==> config.mk <==
export PLATFORM = sky130hd
export DESIGN_NAME = traffic_light_ctrl
export DESIGN_NICKNAME = d
export VERILOG_FILES = /design/src/rtl/traffic_pkg.sv /design/src/rtl/traffic_light_ctrl.sv
export SDC_FILE = /design/constraint.sdc
export NUM_CORES = 1
export LEC_CHECK = 0
export ABC_AREA = 1
export BUFFER_PORTS_ARGS = -buffer_cell sky130_fd_sc_hd__buf_2
export CORE_MARGIN = 4
export CORE_UTILIZATION = 45
export DETAILED_ROUTE_END_ITERATION = 6
export HOLD_SLACK_MARGIN = 0.02
export PLACE_DENSITY = 0.79
export SYNTH_ARGS = -nofsm -noshare
export SYNTH_HDL_FRONTEND = slang
export SYNTH_SLANG_ARGS = --single-unit
==> constraint.sdc <==
create_clock -name clk -period 1.7 [get_ports clk]
set_input_delay 0.17 -clock clk [delete_from_list [all_inputs] [get_ports clk]]
set_output_delay 0.17 -clock clk [all_outputs]
set_load 0.005 [all_outputs]
==> src/rtl/traffic_pkg.sv <==
// ============================================================================
// Module  : traffic_pkg
// Brief   : Shared state, lamp and direction encodings for the traffic light
//           controller, plus lamp decode helpers.
// Revision: 1.0 - initial release
// ============================================================================
`default_nettype none

package traffic_pkg;

    typedef enum logic [2:0] {
        INIT_RED  = 3'd0,
        NS_GREEN  = 3'd1,
        NS_YELLOW = 3'd2,
        RED_1     = 3'd3,
        EW_GREEN  = 3'd4,
        EW_YELLOW = 3'd5,
        RED_2     = 3'd6,
        PED_WALK  = 3'd7
    } state_t;

    typedef enum logic {
        NS = 1'b0,
        EW = 1'b1
    } dir_t;

    // Lamp bus order is {R,Y,G}
    localparam logic [2:0] c_lamp_red = 3'b100;
    localparam logic [2:0] c_lamp_yel = 3'b010;
    localparam logic [2:0] c_lamp_grn = 3'b001;

    function automatic logic [2:0] ns_lamp(input state_t s);
        case (s)
            NS_GREEN:  return c_lamp_grn;
            NS_YELLOW: return c_lamp_yel;
            default:   return c_lamp_red;
        endcase
    endfunction

    function automatic logic [2:0] ew_lamp(input state_t s);
        case (s)
            EW_GREEN:  return c_lamp_grn;
            EW_YELLOW: return c_lamp_yel;
            default:   return c_lamp_red;
        endcase
    endfunction

endpackage

`default_nettype wire

==> src/rtl/traffic_light_ctrl.sv <==
// ============================================================================
// Module  : traffic_light_ctrl
// Brief   : Two-road traffic light sequencer with pedestrian walk phase, paced
//           by an external seconds timer via delay/timeout.
// Revision: 1.0 - initial release
// ============================================================================
`default_nettype none

module traffic_light_ctrl
    import traffic_pkg::*;
#(
    parameter int unsigned T_GREEN  = 10,
    parameter int unsigned T_YELLOW = 3,
    parameter int unsigned T_ALLRED = 1,
    parameter int unsigned T_WALK   = 5
) (
    input  logic        clk,
    input  logic        reset,
    input  logic        timeout,
    input  logic        ped_req,
    output logic [31:0] delay,
    output logic [2:0]  ns_light,
    output logic [2:0]  ew_light,
    output logic        ped_walk
);

    // A zero duration would leave the timer expired forever.
    if (T_GREEN < 1 || T_YELLOW < 1 || T_ALLRED < 1 || T_WALK < 1) begin : g_bad_duration
        $error("traffic_light_ctrl: all durations must be >= 1");
    end

    function automatic logic [31:0] duration(input state_t s);
        case (s)
            NS_GREEN, EW_GREEN:   return 32'(T_GREEN);
            NS_YELLOW, EW_YELLOW: return 32'(T_YELLOW);
            PED_WALK:             return 32'(T_WALK);
            default:              return 32'(T_ALLRED);
        endcase
    endfunction

    state_t      r_state;
    state_t      w_state_nxt;
    dir_t        r_next_dir;
    dir_t        w_next_dir_nxt;
    logic        r_ped_pending;
    logic        w_ped_pending_nxt;
    logic [31:0] r_delay;
    logic [2:0]  r_ns_light;
    logic [2:0]  r_ew_light;
    logic        r_ped_walk;
    logic        w_enter_walk;

    always_comb begin
        w_state_nxt    = r_state;
        w_next_dir_nxt = r_next_dir;
        if (timeout) begin
            case (r_state)
                INIT_RED:  w_state_nxt = NS_GREEN;
                NS_GREEN:  w_state_nxt = NS_YELLOW;
                NS_YELLOW: w_state_nxt = RED_1;
                RED_1: begin
                    w_state_nxt    = r_ped_pending ? PED_WALK : EW_GREEN;
                    w_next_dir_nxt = EW;
                end
                EW_GREEN:  w_state_nxt = EW_YELLOW;
                EW_YELLOW: w_state_nxt = RED_2;
                RED_2: begin
                    w_state_nxt    = r_ped_pending ? PED_WALK : NS_GREEN;
                    w_next_dir_nxt = NS;
                end
                PED_WALK:  w_state_nxt = (r_next_dir == EW) ? EW_GREEN : NS_GREEN;
                default:   w_state_nxt = INIT_RED;
            endcase
        end

        // A request arriving on the entry edge is served by the walk now starting.
        w_enter_walk      = (w_state_nxt == PED_WALK) && (r_state != PED_WALK);
        w_ped_pending_nxt = w_enter_walk ? 1'b0 : (r_ped_pending | ped_req);
    end

    always_ff @(posedge clk or posedge reset) begin
        if (reset) begin
            r_state       <= INIT_RED;
            r_next_dir    <= NS;
            r_ped_pending <= 1'b0;
            r_delay       <= 32'(T_ALLRED);
            r_ns_light    <= c_lamp_red;
            r_ew_light    <= c_lamp_red;
            r_ped_walk    <= 1'b0;
        end else begin
            r_state       <= w_state_nxt;
            r_next_dir    <= w_next_dir_nxt;
            r_ped_pending <= w_ped_pending_nxt;
            r_delay       <= duration(w_state_nxt);
            r_ns_light    <= ns_lamp(w_state_nxt);
            r_ew_light    <= ew_lamp(w_state_nxt);
            r_ped_walk    <= (w_state_nxt == PED_WALK);
        end
    end

    assign delay    = r_delay;
    assign ns_light = r_ns_light;
    assign ew_light = r_ew_light;
    assign ped_walk = r_ped_walk;

endmodule

`default_nettype wire

# [Yosys cells after proc, flatten, opt, wreduce, memory -nomap -nowiden]
# Index checks and enable logic that the tools add are counted.
[word_totals] reg_bits=44 in_bits=4 elab_cells=37 output_inout_bits=39
[classes] mux=10 n_bitwise=1 n_reduce_logical=6 n_eq_ne=13
[ops] operator="$pmux W3 S8" n=1
[ops] operator="$eq A3 B3 Y1 const B" n=7
[ops] operator="$pmux W3 S2" n=2
[ops] operator="$pmux W4 S3" n=1
[ops] operator="$eq A3 B2 Y1 const B" n=3
[ops] operator="$mux W3" n=3
[ops] operator="$eq A3 B1 Y1 const B" n=2
[ops] operator="$reduce_or A2 Y1" n=2
[ops] operator="$logic_not A3 Y1" n=1
[ops] operator="$ne A3 B3 Y1 const B" n=1
[ops] operator="$mux W2" n=1
[ops] operator="$pmux W1 S2" n=1
[ops] operator="$reduce_and A2 Y1" n=1
[ops] operator="$reduce_bool A2 Y1" n=1
[ops] operator="$logic_and A1 B1 Y1" n=1
[ops] operator="$mux W1" n=1
[ops] operator="$or A1 B1 Y1" n=1

# [Logic depth before layout (Yosys ltp)]
# Gate-level depths: netlist of run 1.
[depth] ltp_word=6 mapped_depth=10

# [Worst setup path before layout of run 1]
# OpenSTA, ideal clock, no wires.
[synth_timing] path_kind="register to register" start="reg r_state[1]" end="reg r_delay[1], in the netlist delay[1]" arrival_ns=1.063 path_slack_ns=0.510 path_stages_with_launch=9 required_ns=1.573 setup_time_ns=0.127 cell_sequence="dfrtp_1 > inv_2 > nor2_4 > a21oi_1 > nor2_2 > nor2_4 > inv_2 > nand3_2 > nand3_1"
[synth_via] elab_chain_cells=6 word_cells_on_any_way=18 classes_between="eq/ne (12); mux (3); reduce/logical (3)"
[synth_lines] element="start: declaration" line_no="traffic_light_ctrl.sv:41" text="state_t r_state;"
[synth_lines] element="start signal: assignment" line_no="traffic_light_ctrl.sv:91" text="r_state <= w_state_nxt;"
[synth_lines] element="$eq A3 B3 Y1 (tied with other cells)" line_no="traffic_light_ctrl.sv:57" text="case (r_state)"
[synth_lines] element="$pmux W3 S8 (*)" line_no="traffic_light_ctrl.sv:57"
[synth_lines] element="$mux W3 (*)" line_no="traffic_light_ctrl.sv:56" text="if (timeout) begin"
[synth_lines] element="net w_state_nxt[0]" line_no="traffic_light_ctrl.sv:42" text="state_t w_state_nxt;"
[synth_lines] element="$eq A3 B3 Y1 (tied with other cells)" line_no="traffic_light_ctrl.sv:33" text="case (s)"
[synth_lines] element="$reduce_or A2 Y1" line_no="traffic_light_ctrl.sv:33"
[synth_lines] element="$pmux W4 S3 (*)" line_no="traffic_light_ctrl.sv:33"
[synth_lines] element="end signal: assignment" line_no="traffic_light_ctrl.sv:86" text="r_delay <= 32'(T_ALLRED);"
[synth_lines] element="end signal: assignment" line_no="traffic_light_ctrl.sv:94" text="r_delay <= duration(w_state_nxt);"
[synth_lines] element="end: declaration" line_no="traffic_light_ctrl.sv:47" text="logic [31:0] r_delay;"
# Mark *: on every way through the listed nets, which the timed path passes. The rest lies on a longest branch.
# A chain may end at the register's enable or synchronous reset.

# [Final worst setup path of run 1]
[layout_timing] start="reg r_state[1]" end="reg r_ped_pending"
[layout_via] elab_chain_cells=6 word_cells_on_any_way=14 classes_between="eq/ne (9); mux (3); reduce/logical (2)"
[layout_lines] element="$eq A3 B3 Y1 (tied with other cells)" line_no="traffic_light_ctrl.sv:57"
[layout_lines] element="$pmux W3 S8 (*)" line_no="traffic_light_ctrl.sv:57"
[layout_lines] element="$mux W3 (*)" line_no="traffic_light_ctrl.sv:56"
[layout_lines] element="net w_state_nxt[0]" line_no="traffic_light_ctrl.sv:42"
[layout_lines] element="$eq A3 B3 Y1 (*)" line_no="traffic_light_ctrl.sv:77" text="w_enter_walk = (w_state_nxt == PED_WALK) && (r_state != PED_WALK);"
[layout_lines] element="$logic_and A1 B1 Y1 (*)" line_no="traffic_light_ctrl.sv:77"
[layout_lines] element="$mux W1 (*)" line_no="traffic_light_ctrl.sv:78" text="w_ped_pending_nxt = w_enter_walk ? 1'b0 : (r_ped_pending | ped_req);"
[layout_lines] element="net w_ped_pending_nxt" line_no="traffic_light_ctrl.sv:46" text="logic w_ped_pending_nxt;"
[layout_lines] element="end signal: assignment" line_no="traffic_light_ctrl.sv:93" text="r_ped_pending <= w_ped_pending_nxt;"
[layout_lines] element="end: declaration" line_no="traffic_light_ctrl.sv:45" text="logic r_ped_pending;"
# Marks and branches as above.

==> reports/metrics.csv, run 1 <==
stage,metric,value,unit
job,max_cap viols,0,
floorplan,die area,0.00283,sq mm
timing,Least-Margin Pin Slew,551,ps
global_routing,initial antenna violation count,0,
run_status,status,completed,
clocking,CTS tree,yes,
logic_synthesis,cell taking the most area after synthesis,dfrtp_1,
routing,iteration count of the initial detailed-routing pass,4,
logic_synthesis,Mean Syn Cell Area,9.02,sq um
setup_path,WS Path Type,flop to flop,
layout,Final nets,123,
clocking,CTS max path bufs,2,
logic_synthesis,synth unique cells,21,
routing,Via density,3.92,
global_routing,aggregate global-route resource usage,10.3,%
global_routing,"Remaining Overflow, GRT",0,
clocking,"Clk Latency, worst-skew pair",270,ps
pwr,Static Leakage,0.547,nW
hold_path,Hold WC Path Type,input port to flop,
layout,post-route cell area,923,sq um
routing,Via Count,569,
logic_synthesis,mux contribution to synthesized area,0,%
timing,fin crit period,1340,ps
logic_synthesis,Synth Area in Compound Gates,2.18,%
place,placed inst area,887,sq um
setup_path,reg2reg setup slack,360,ps
clocking,clock sinks,15,
hold_path,WHS Path Cells,3,
logic_synthesis,Post-Synthesis Cell Area,920,sq um
clocking,clock slew at reported path FFs,90,ps
layout,layout cells sized above 1,33.1,%
setup_path,worst r2r path cells,8,
setup_path,crit-path max FO,5,
place,RePlAce Congestion,0.845,
logic_synthesis,"EDFF count, synth",0,
layout,Register Area,379,sq um
clocking,root buf cell,clkbuf_4,
clocking,H-tree depth,1,
logic_synthesis,simple-gate portion of the synthesized area,23.0,%
pwr,power per standard cell area,1660,mW/mm^2
setup_path,endpoint class of the critical path,flop,
logic_synthesis,cells after synthesis,102,
layout,Layout area overhead,0.408,%
clocking,Resized cells post-CTS,0,
layout,Antenna Cells,0,
clocking,CTS buffer count,3,
timing,unrepaired setup endpoints after global routing,no,
logic_synthesis,synth cell count leaders,"buf_4, dfrtp_1, inv_1, nand2_1",
floorplan,Die Y,53.2,um
timing,Final Skew,1.45,ps
logic_synthesis,most frequent cell after synthesis,buf_4,
timing,period utilization,79.0,%
global_routing,global-route wire length before repair,2160,um
place,Post-DP HPWL,1080,um
setup_path,WP data required,1880,ps
pwr,Worst VDD drop,563,uV
routing,average routed wire per standard cell,9.19,um
floorplan,Rows,16,
setup_path,Reg-to-Reg End,r_ped_pending,
setup_path,crit path DAT,1520,ps
timing,Max Freq,0.745,GHz
global_routing,vias in the first global route,526,
floorplan,Die X,53.2,um
layout,area of the multi-input gates,337,sq um
logic_synthesis,Synth Area in XOR/XNOR,0,%
logic_synthesis,number of synthesis warnings,0,
timing,Slew headroom,63.2,%
place,# port buffers,14,
hold_path,Worst Hold End,r_ped_pending,
floorplan,I/O pin total,43,
timing,final setup TNS,0,ps
logic_synthesis,post-synth top area share,32.7,%
layout,fillers,202,
routing,Final ANT Viol Nets,0,
logic_synthesis,post-synthesis adder-cell area fraction,0,%
logic_synthesis,Synth Flop Type,dfrtp_1,
logic_synthesis,largest family of logic cells by synthesized area,buffers and inverters,
logic_synthesis,post-synthesis sequential area ratio,41.2,%
clocking,setup bufs post-CTS,0,
global_routing,pin count of the biggest net entering global routing,16,
logic_synthesis,"top cells by area, synth","dfrtp_1, buf_4, dfstp_2",
timing,"Hold Vio Cnt, Final",0,
global_routing,M1 GR Usage,12.7,%
timing,final slew viol count,0,
clocking,hold_buf cts,1,
routing,Iter 0 DRT Violations,7,
setup_path,critical path launch point,r_state[1],
setup_path,reg2reg start,r_state[1],
logic_synthesis,Async SR Flop Fraction,100,%
timing,hold slack,116,ps
global_routing,global-route met2 utilization,17.1,%
setup_path,crit start category,flop,
global_routing,GR Util met3,1.13,%
logic_synthesis,Yosys reg bits,15,
routing,final wirelength,1330,um
timing,# setup viols final,0,
floorplan,Starting Density,47.4,%
pwr,Tot Pwr,1.54,mW
global_routing,gr busiest metal,met2,
hold_path,min-delay src,ped_req,
routing,drt drc,0,
floorplan,core box area,0.00194,sq mm
[registers in the layout, summed over array words and instances (netlist names)]
name / flops
ped_walk: 1
ns_light: 3
delay: 3
r_state: 3
r_next_dir: 1
r_ped_pending: 1
ew_light: 3
[stage by stage]
stage               setup slack (ps)  util, %  instances
floorplan                        510        -        129
global placement                 434     45.7        140
detailed placement               359     45.7        140
CTS                              345     47.6        145
global route                     205     47.6        145
finish                           357     47.6        145
[how the worst max path moves through the flow]
stage                          to  slack (ps)  cells past startpoint
finish              r_ped_pending         360                      8
global route          ns_light[2]         210                     10
CTS                 r_ped_pending         350                      8
detailed placement  r_ped_pending         360                      8
global placement    r_ped_pending         430                      8
floorplan                delay[1]         510                      8
[cell usage in the layout (no fill, tap or decap), types with 2 or more instances in the layout]
master and instances:
nand2_4 2, buf_2 14, inv_2 7, nand3_1 4
nand3_2 2, clkbuf_4 3, dfstp_2 3, nand2_1 11
nand2_2 3, nor2_4 2, inv_1 11, dfrtp_1 12
conb_1 28, nor2_1 7
[kinds of logic (layout without fill, tap and decap cells)]
kind of cell / after synthesis / after routing
and+or+nand+nor: 35 / 35
buffers and inverters: 48 / 37
DFF: 15 / 15
other: 1 / 28
AOI/OAI and AO/OA: 3 / 3
[final cells by class]
class,instances,area share [%]
inverter,18,7.32
timing repair buffer,15,8.67
clock buffer,4,2.85
tap,27,3.66
sequential,15,41.1
multi-input combinational,66,36.4
[per-layer routing]
metal  share of wire (%)  wire length (um)  vias up
li1                    -                 -      279
met1                  41               540      264
met2                  51               673       24
met3                 6.9                92        2
met4                 1.9                25        0
met5                   0                 0        -
[power by group]
| part | leakage (nW) | switching (mW) | internal [mW] |
|---|---|---|---|
| Clock | 0.0150 | 0.109 | 0.0908 |
| Sequential | 0.179 | 0.0911 | 0.534 |
| Combinational | 0.353 | 0.449 | 0.262 |
| Total | 0.547 | 0.650 | 0.886 |
[worst max-delay path, stage by stage (launching register included)]
cell	delay, ps
dfrtp_1	440
inv_2	130
nor2_4	40
a21oi_1	160
nor2_2	70
nor2_4	130
nand3_1	130
nor2_1	110
nor2_1	40
Power figures use the tool's default switching activity.
==> run 2: changes to the inputs <==
==> constraint.sdc (replaced) <==
create_clock -name clk -period 1.25 [get_ports clk]
set_input_delay 0.125 -clock clk [delete_from_list [all_inputs] [get_ports clk]]
set_output_delay 0.125 -clock clk [all_outputs]
set_load 0.005 [all_outputs]
==> reports/metrics.csv, run 2 (synthesized netlist as in run 1, its figures left out) <==
stage,metric,value,unit
clocking,clock sinks,15,
timing,Least-Margin Pin Slew,563,ps
pwr,Static Leakage,0.562,nW
setup_path,endpoint class of the critical path,flop,
timing,period utilization,105,%
clocking,H-tree depth,1,
setup_path,crit-path leading delay family,simple AND/OR/NAND/NOR gates,
routing,Via Count,580,
layout,Layout area overhead,6.94,%
floorplan,I/O pin total,43,
floorplan,Die Y,53.2,um
job,max_cap viols,0,
global_routing,aggregate global-route resource usage,10.9,%
timing,setup ws final,-66.9,ps
layout,post-route cell area,983,sq um
timing,Final Skew,6.22,ps
routing,iteration count of the initial detailed-routing pass,4,
floorplan,core box area,0.00194,sq mm
run_status,status,"complete, but fails checks",
setup_path,CP Buf/Inv Count,2,
timing,# setup viols final,6,
layout,"commonest non-fill, non-tap cells in the layout","conb_1, buf_2, inv_1, dfrtp_1, nand2_1",
timing,Slew headroom,62.4,%
global_routing,vias in the first global route,518,
setup_path,CP max stage delay,450,ps
clocking,root buf cell,clkbuf_4,
floorplan,Starting Density,47.4,%
clocking,CTS max path bufs,2,
floorplan,die area,0.00283,sq mm
place,Post-DP HPWL,1070,um
timing,Max Freq,0.759,GHz
setup_path,WP data required,1420,ps
hold_path,Hold WC Path Type,input port to flop,
routing,final wirelength,1420,um
clocking,"Clk Latency, worst-skew pair",290,ps
setup_path,WS Path Type,flop to flop,
timing,unrepaired setup endpoints after global routing,yes,
routing,Via density,3.92,
setup_path,sequence of cells on the critical path,buf_4 -> nand2_1 -> nand2_1 -> nand3_1 -> nand2_2 -> nand2_4 -> inv_4 -> nand3_4 -> nand3_1,
layout,Final nets,126,
global_routing,initial antenna violation count,0,
global_routing,"Remaining Overflow, GRT",0,
global_routing,global-route wire length before repair,2250,um
setup_path,crit start category,flop,
global_routing,pin count of the biggest net entering global routing,16,
clocking,CTS buffer count,3,
pwr,power per standard cell area,2350,mW/mm^2
timing,final slew viol count,0,
place,worst slack at placement,-61.1,ps
floorplan,Rows,16,
pwr,Worst VDD drop,857,uV
floorplan,Die X,53.2,um
timing,fin crit period,1320,ps
routing,average routed wire per standard cell,9.56,um
setup_path,crit-path max FO,5,
clocking,clock slew at reported path FFs,90,ps
setup_path,Crit-path slowest cell,dfrtp_2,
run_status,violated checks,setup timing,
clocking,CTS tree,yes,
layout,Antenna Cells,0,
timing,"Hold Vio Cnt, Final",0,
routing,Iter 0 DRT Violations,5,
layout,layout cells sized above 1,42.1,%
layout,"commonest non-fill, non-tap cell in the layout",conb_1,
place,# port buffers,14,
place,RePlAce Congestion,0.823,
setup_path,crit path DAT,1490,ps
routing,Final ANT Viol Nets,0,
layout,fillers,193,
routing,drt drc,0,
place,placed inst area,887,sq um
==> run 2: cell count changes in the layout (fill, tap and decap cells not counted), moves of 2 or more <==
| cell | delta |
|---|---|
| nand2_1 | -2 |
| inv_4 | +2 |
| dfrtp_2 | +2 |
| dfrtp_1 | -2 |
| buf_4 | +3 |
==> run 2: what timing repair did <==
item / 4_1_cts / 5_1_grt
setup buffers: 3 / 0
hold endpoints to repair: 12 / 0
hold buffers: 1 / 0
resized for setup: 8 / 4
pin swaps: 9 / 4
setup endpoints to repair: 9 / 11
==> run 2: where the power goes <==
part,internal [mW],switching (mW),total (mW)
Sequential,0.732,0.115,0.847
Clock,0.119,0.159,0.278
Combinational,0.458,0.727,1.19
==> run 2: worst register-to-register path, delay by kind of cell (launching register included) <==
kind / cells / cell delay, ps
DFF: 1 / 450
and+or+nand+nor: 7 / 550
buffers and inverters: 2 / 210
==> run 2: per-stage QoR <==
stage | cells | hold slack [ps] | util, % | total power [mW] | TNS, ps
3_3_place_gp | 140 | 184 | 45.7 | 1.80 | -46.3
6_report | 148 | 63.5 | 50.6 | 2.31 | -288
2_1_floorplan | 129 | 24.3 | - | 1.65 | 0
5_1_grt | 148 | 78.7 | 50.6 | 2.51 | -1130
3_5_place_dp | 140 | 210 | 45.7 | 1.84 | -221
4_1_cts | 148 | 61.6 | 50.1 | 2.29 | -343
==> run 2: metal layers <==
layer  track usage [%]  up-vias  routed length [um]
met5                 0        -                   0
met4              10.2        0                  55
met3              1.41        6                 128
met2              17.6       29                 714
met1              12.3      257                 516
li1                  -      288                   -
==> run 2: area by class of cell <==
type / count / area (sq um) / area share, %
Tap cell: 27 / 33.8 / 3.44
Multi-Input combinational cell: 66 / 365 / 37.2
Sequential cell: 15 / 382 / 38.8
Clock buffer: 3 / 22.5 / 2.29
Clock inverter: 1 / 5.00 / 0.509
Timing Repair Buffer: 18 / 103 / 10.4
Inverter: 18 / 72.6 / 7.38
==> run 2: path summary, 6_finish.rpt <==
kind	from	to	slack, ps	cells past startpoint
worst min register to register	r_ped_pending	r_ped_pending	570	2
max in group asynchronous	reset	r_state[0]	410	3
worst max register to register	r_state[2]	delay[1]	-70	9
min in group asynchronous	reset	ped_walk	430	3
worst max-delay path	r_state[2]	delay[1]	-70	9
worst min-delay path	ped_req	r_ped_pending	60	3
==> run 3: changes to the inputs <==
--- a/config.mk
+++ b/config.mk
@@ -5,10 +5,10 @@
 export SDC_FILE = /design/constraint.sdc
 export NUM_CORES = 1
 export LEC_CHECK = 0
-export ABC_AREA = 1
+export ABC_AREA = 0
 export BUFFER_PORTS_ARGS = -buffer_cell sky130_fd_sc_hd__buf_2
 export CORE_MARGIN = 4
-export CORE_UTILIZATION = 45
+export CORE_UTILIZATION = 46
 export DETAILED_ROUTE_END_ITERATION = 6
 export HOLD_SLACK_MARGIN = 0.02
 export PLACE_DENSITY = 0.79
==> reports/metrics.csv, run 3 <==
stage,metric,value,unit
global_routing,global-route wire length before repair,3040,um
clocking,H-tree depth,1,
clocking,"Clk Latency, worst-skew pair",280,ps
setup_path,WP data required,1410,ps
logic_synthesis,number of synthesis warnings,0,
layout,"commonest non-fill, non-tap cells in the layout","conb_1, buf_2, nor2_1",
logic_synthesis,post-synthesis sequential area ratio,38.7,%
global_routing,"Remaining Overflow, GRT",0,
timing,Slew headroom,63.2,%
setup_path,crit path DAT,1420,ps
logic_synthesis,Synth Flop Type,dfrtp_1,
logic_synthesis,"top cells by area, synth","dfrtp_1, buf_4, dfstp_2",
setup_path,Reg-to-Reg End,delay[1],
logic_synthesis,cells after synthesis,114,
setup_path,worst r2r path cells,5,
place,worst slack at placement,-7.29,ps
routing,Final ANT Viol Nets,0,
place,RePlAce Congestion,0.909,
floorplan,Starting Density,48.9,%
pwr,Static Leakage,0.565,nW
logic_synthesis,post-synth top area share,30.7,%
setup_path,crit-path max FO,5,
layout,Non-Filler Instances,163,
layout,"Core Util, Final",54.6,%
routing,iteration count of the initial detailed-routing pass,4,
setup_path,crit start category,flop,
hold_path,WHS Path Cells,3,
setup_path,WS Path Type,flop to flop,
timing,period utilization,101,%
pwr,Worst VDD drop,871,uV
logic_synthesis,cell taking the most area after synthesis,dfrtp_1,
layout,"commonest non-fill, non-tap cell in the layout",conb_1,
logic_synthesis,synth unique cells,34,
run_status,status,"complete, but fails checks",
pwr,Pint,1.52,mW
place,placed inst area,0.00101,sq mm
logic_synthesis,most frequent cell after synthesis,buf_4,
clocking,CTS tree,yes,
floorplan,Die Y,54.2,um
routing,Iter 0 DRT Violations,23,
clocking,root buf cell,clkbuf_4,
floorplan,Die X,54.2,um
layout,Final nets,141,
routing,average routed wire per standard cell,12.5,um
logic_synthesis,Post-Synthesis Cell Area,980,sq um
floorplan,core box area,0.00200,sq mm
timing,Max Freq,0.792,GHz
routing,Via density,4.86,
global_routing,vias in the first global route,734,
layout,Layout area overhead,11.6,%
timing,Final Skew,7.88,ps
layout,Antenna Cells,0,
pwr,Reg power frac,36.0,%
routing,final wirelength,2030,um
place,Post-DP HPWL,1420,um
floorplan,I/O pin total,43,
logic_synthesis,Yosys reg bits,15,
logic_synthesis,Async SR Flop Fraction,100,%
timing,"Hold Vio Cnt, Final",0,
timing,hold slack,86.1,ps
global_routing,aggregate global-route resource usage,14.2,%
floorplan,die area,0.00293,sq mm
pwr,power per standard cell area,2330,mW/mm^2
floorplan,Rows,16,
hold_path,Worst Hold End,r_ped_pending,
logic_synthesis,synth cell count leaders,"buf_4, dfrtp_1, nor2_1",
place,Cells after DPL,156,
timing,setup ws final,-11.9,ps
routing,drt drc,0,
global_routing,pin count of the biggest net entering global routing,16,
logic_synthesis,"EDFF count, synth",0,
setup_path,endpoint class of the critical path,flop,
clocking,CTS buffer count,3,
run_status,violated checks,setup timing,
clocking,clock slew at reported path FFs,90,ps
setup_path,reg2reg start,r_state[2],
pwr,Comb pwr share,53.1,%
place,# port buffers,14,
setup_path,reg2reg setup slack,-10,ps
hold_path,min-delay src,ped_req,
timing,final setup TNS,-11.9,ps
timing,unrepaired setup endpoints after global routing,yes,
timing,# setup viols final,1,
hold_path,Hold WC Path Type,input port to flop,
layout,post-route cell area,0.00109,sq mm
clocking,CTS max path bufs,2,
logic_synthesis,Mean Syn Cell Area,8.59,sq um
pwr,NetSw,1.03,mW
clocking,clock sinks,15,
job,max_cap viols,0,
timing,final slew viol count,0,
timing,fin crit period,1260,ps
routing,Via Count,792,
timing,Least-Margin Pin Slew,552,ps
pwr,clock power share,10.9,%
pwr,Tot Pwr,2.55,mW
global_routing,initial antenna violation count,0,
pwr,Switching Share,40.4,%
layout,layout cells sized above 1,32.4,%
## run 3: cell types whose count changed after synthesis, moves of 3 or more
cell      before  now
a21oi_1        1    5
nor2_1         7   12
inv_1         11    3
nand2b_1       0    3
nand2_2        3    0
inv_2          7    1
buf_2          0    4
o21ai_0        0    5
nand2_1       11    7
## run 3: power groups by stage
| stage | clock network [mW] | registers, mW | logic, mW |
|---|---|---|---|
| floorplan | 0 | 0.851 | 0.907 |
| global placement | 0 | 0.892 | 1.17 |
| detailed placement | 0 | 0.901 | 1.21 |
| CTS | 0.287 | 0.902 | 1.25 |
| global route | 0.302 | 0.951 | 1.49 |
| finish | 0.278 | 0.917 | 1.35 |
## run 3: worst max path at each step
stage                             start        to  slack (ps)  cells after the start
after CTS                    r_state[2]  delay[1]         -10                      4
after detailed placement     r_state[2]  delay[1]          -7                      5
after global routing      r_ped_pending  delay[1]         -60                      3
after floorplan              r_state[2]  delay[1]         -40                      5
after global placement       r_state[2]  delay[1]          30                      4
final                        r_state[2]  delay[1]         -10                      5
## run 3: final cells by class
cell class,count,area [sq um]
inverter,4,15.0
fill,190,908
clock inverter,1,5.00
clock buffer,3,22.5
sequential,15,382
multi-input combinational,87,469
timing repair buffer,26,166
tap,27,33.8
## run 3: cell families (layout without fill, tap and decap cells)
family / after synthesis / in the layout / share of synthesized area (%)
other cells: 1 / 28 / 0.383
simple gates: 36 / 36 / 18.1
flops: 15 / 15 / 38.7
buf+inv: 39 / 34 / 27.3
compound gates: 20 / 20 / 12.8
xor+xnor: 3 / 3 / 2.68
## run 3: worst max-delay path, cell delays in order (launching register included)
cell and delay [ps]:
dfrtp_1 420, buf_6 150, nand2_4 60, o21a_1 120, nor2_1 50, or3_1 340
## run 3: metal layers
metal / wire [um] / part of all wire, % / global-route usage, %
met4: 61 / 3.0 / 12.4
met1: 741 / 37 / 15.5
met3: 188 / 9.3 / 1.39
met2: 1040 / 51 / 23.9
met5: 0 / 0 / 0
## run 3: what timing repair did
item	CTS	global route
setup endpoints to repair	2	7
pin swaps	3	2
endpoints found under the hold margin	12	0
hold buffers	1	0
buffers inserted	1	1
resized for setup	3	7
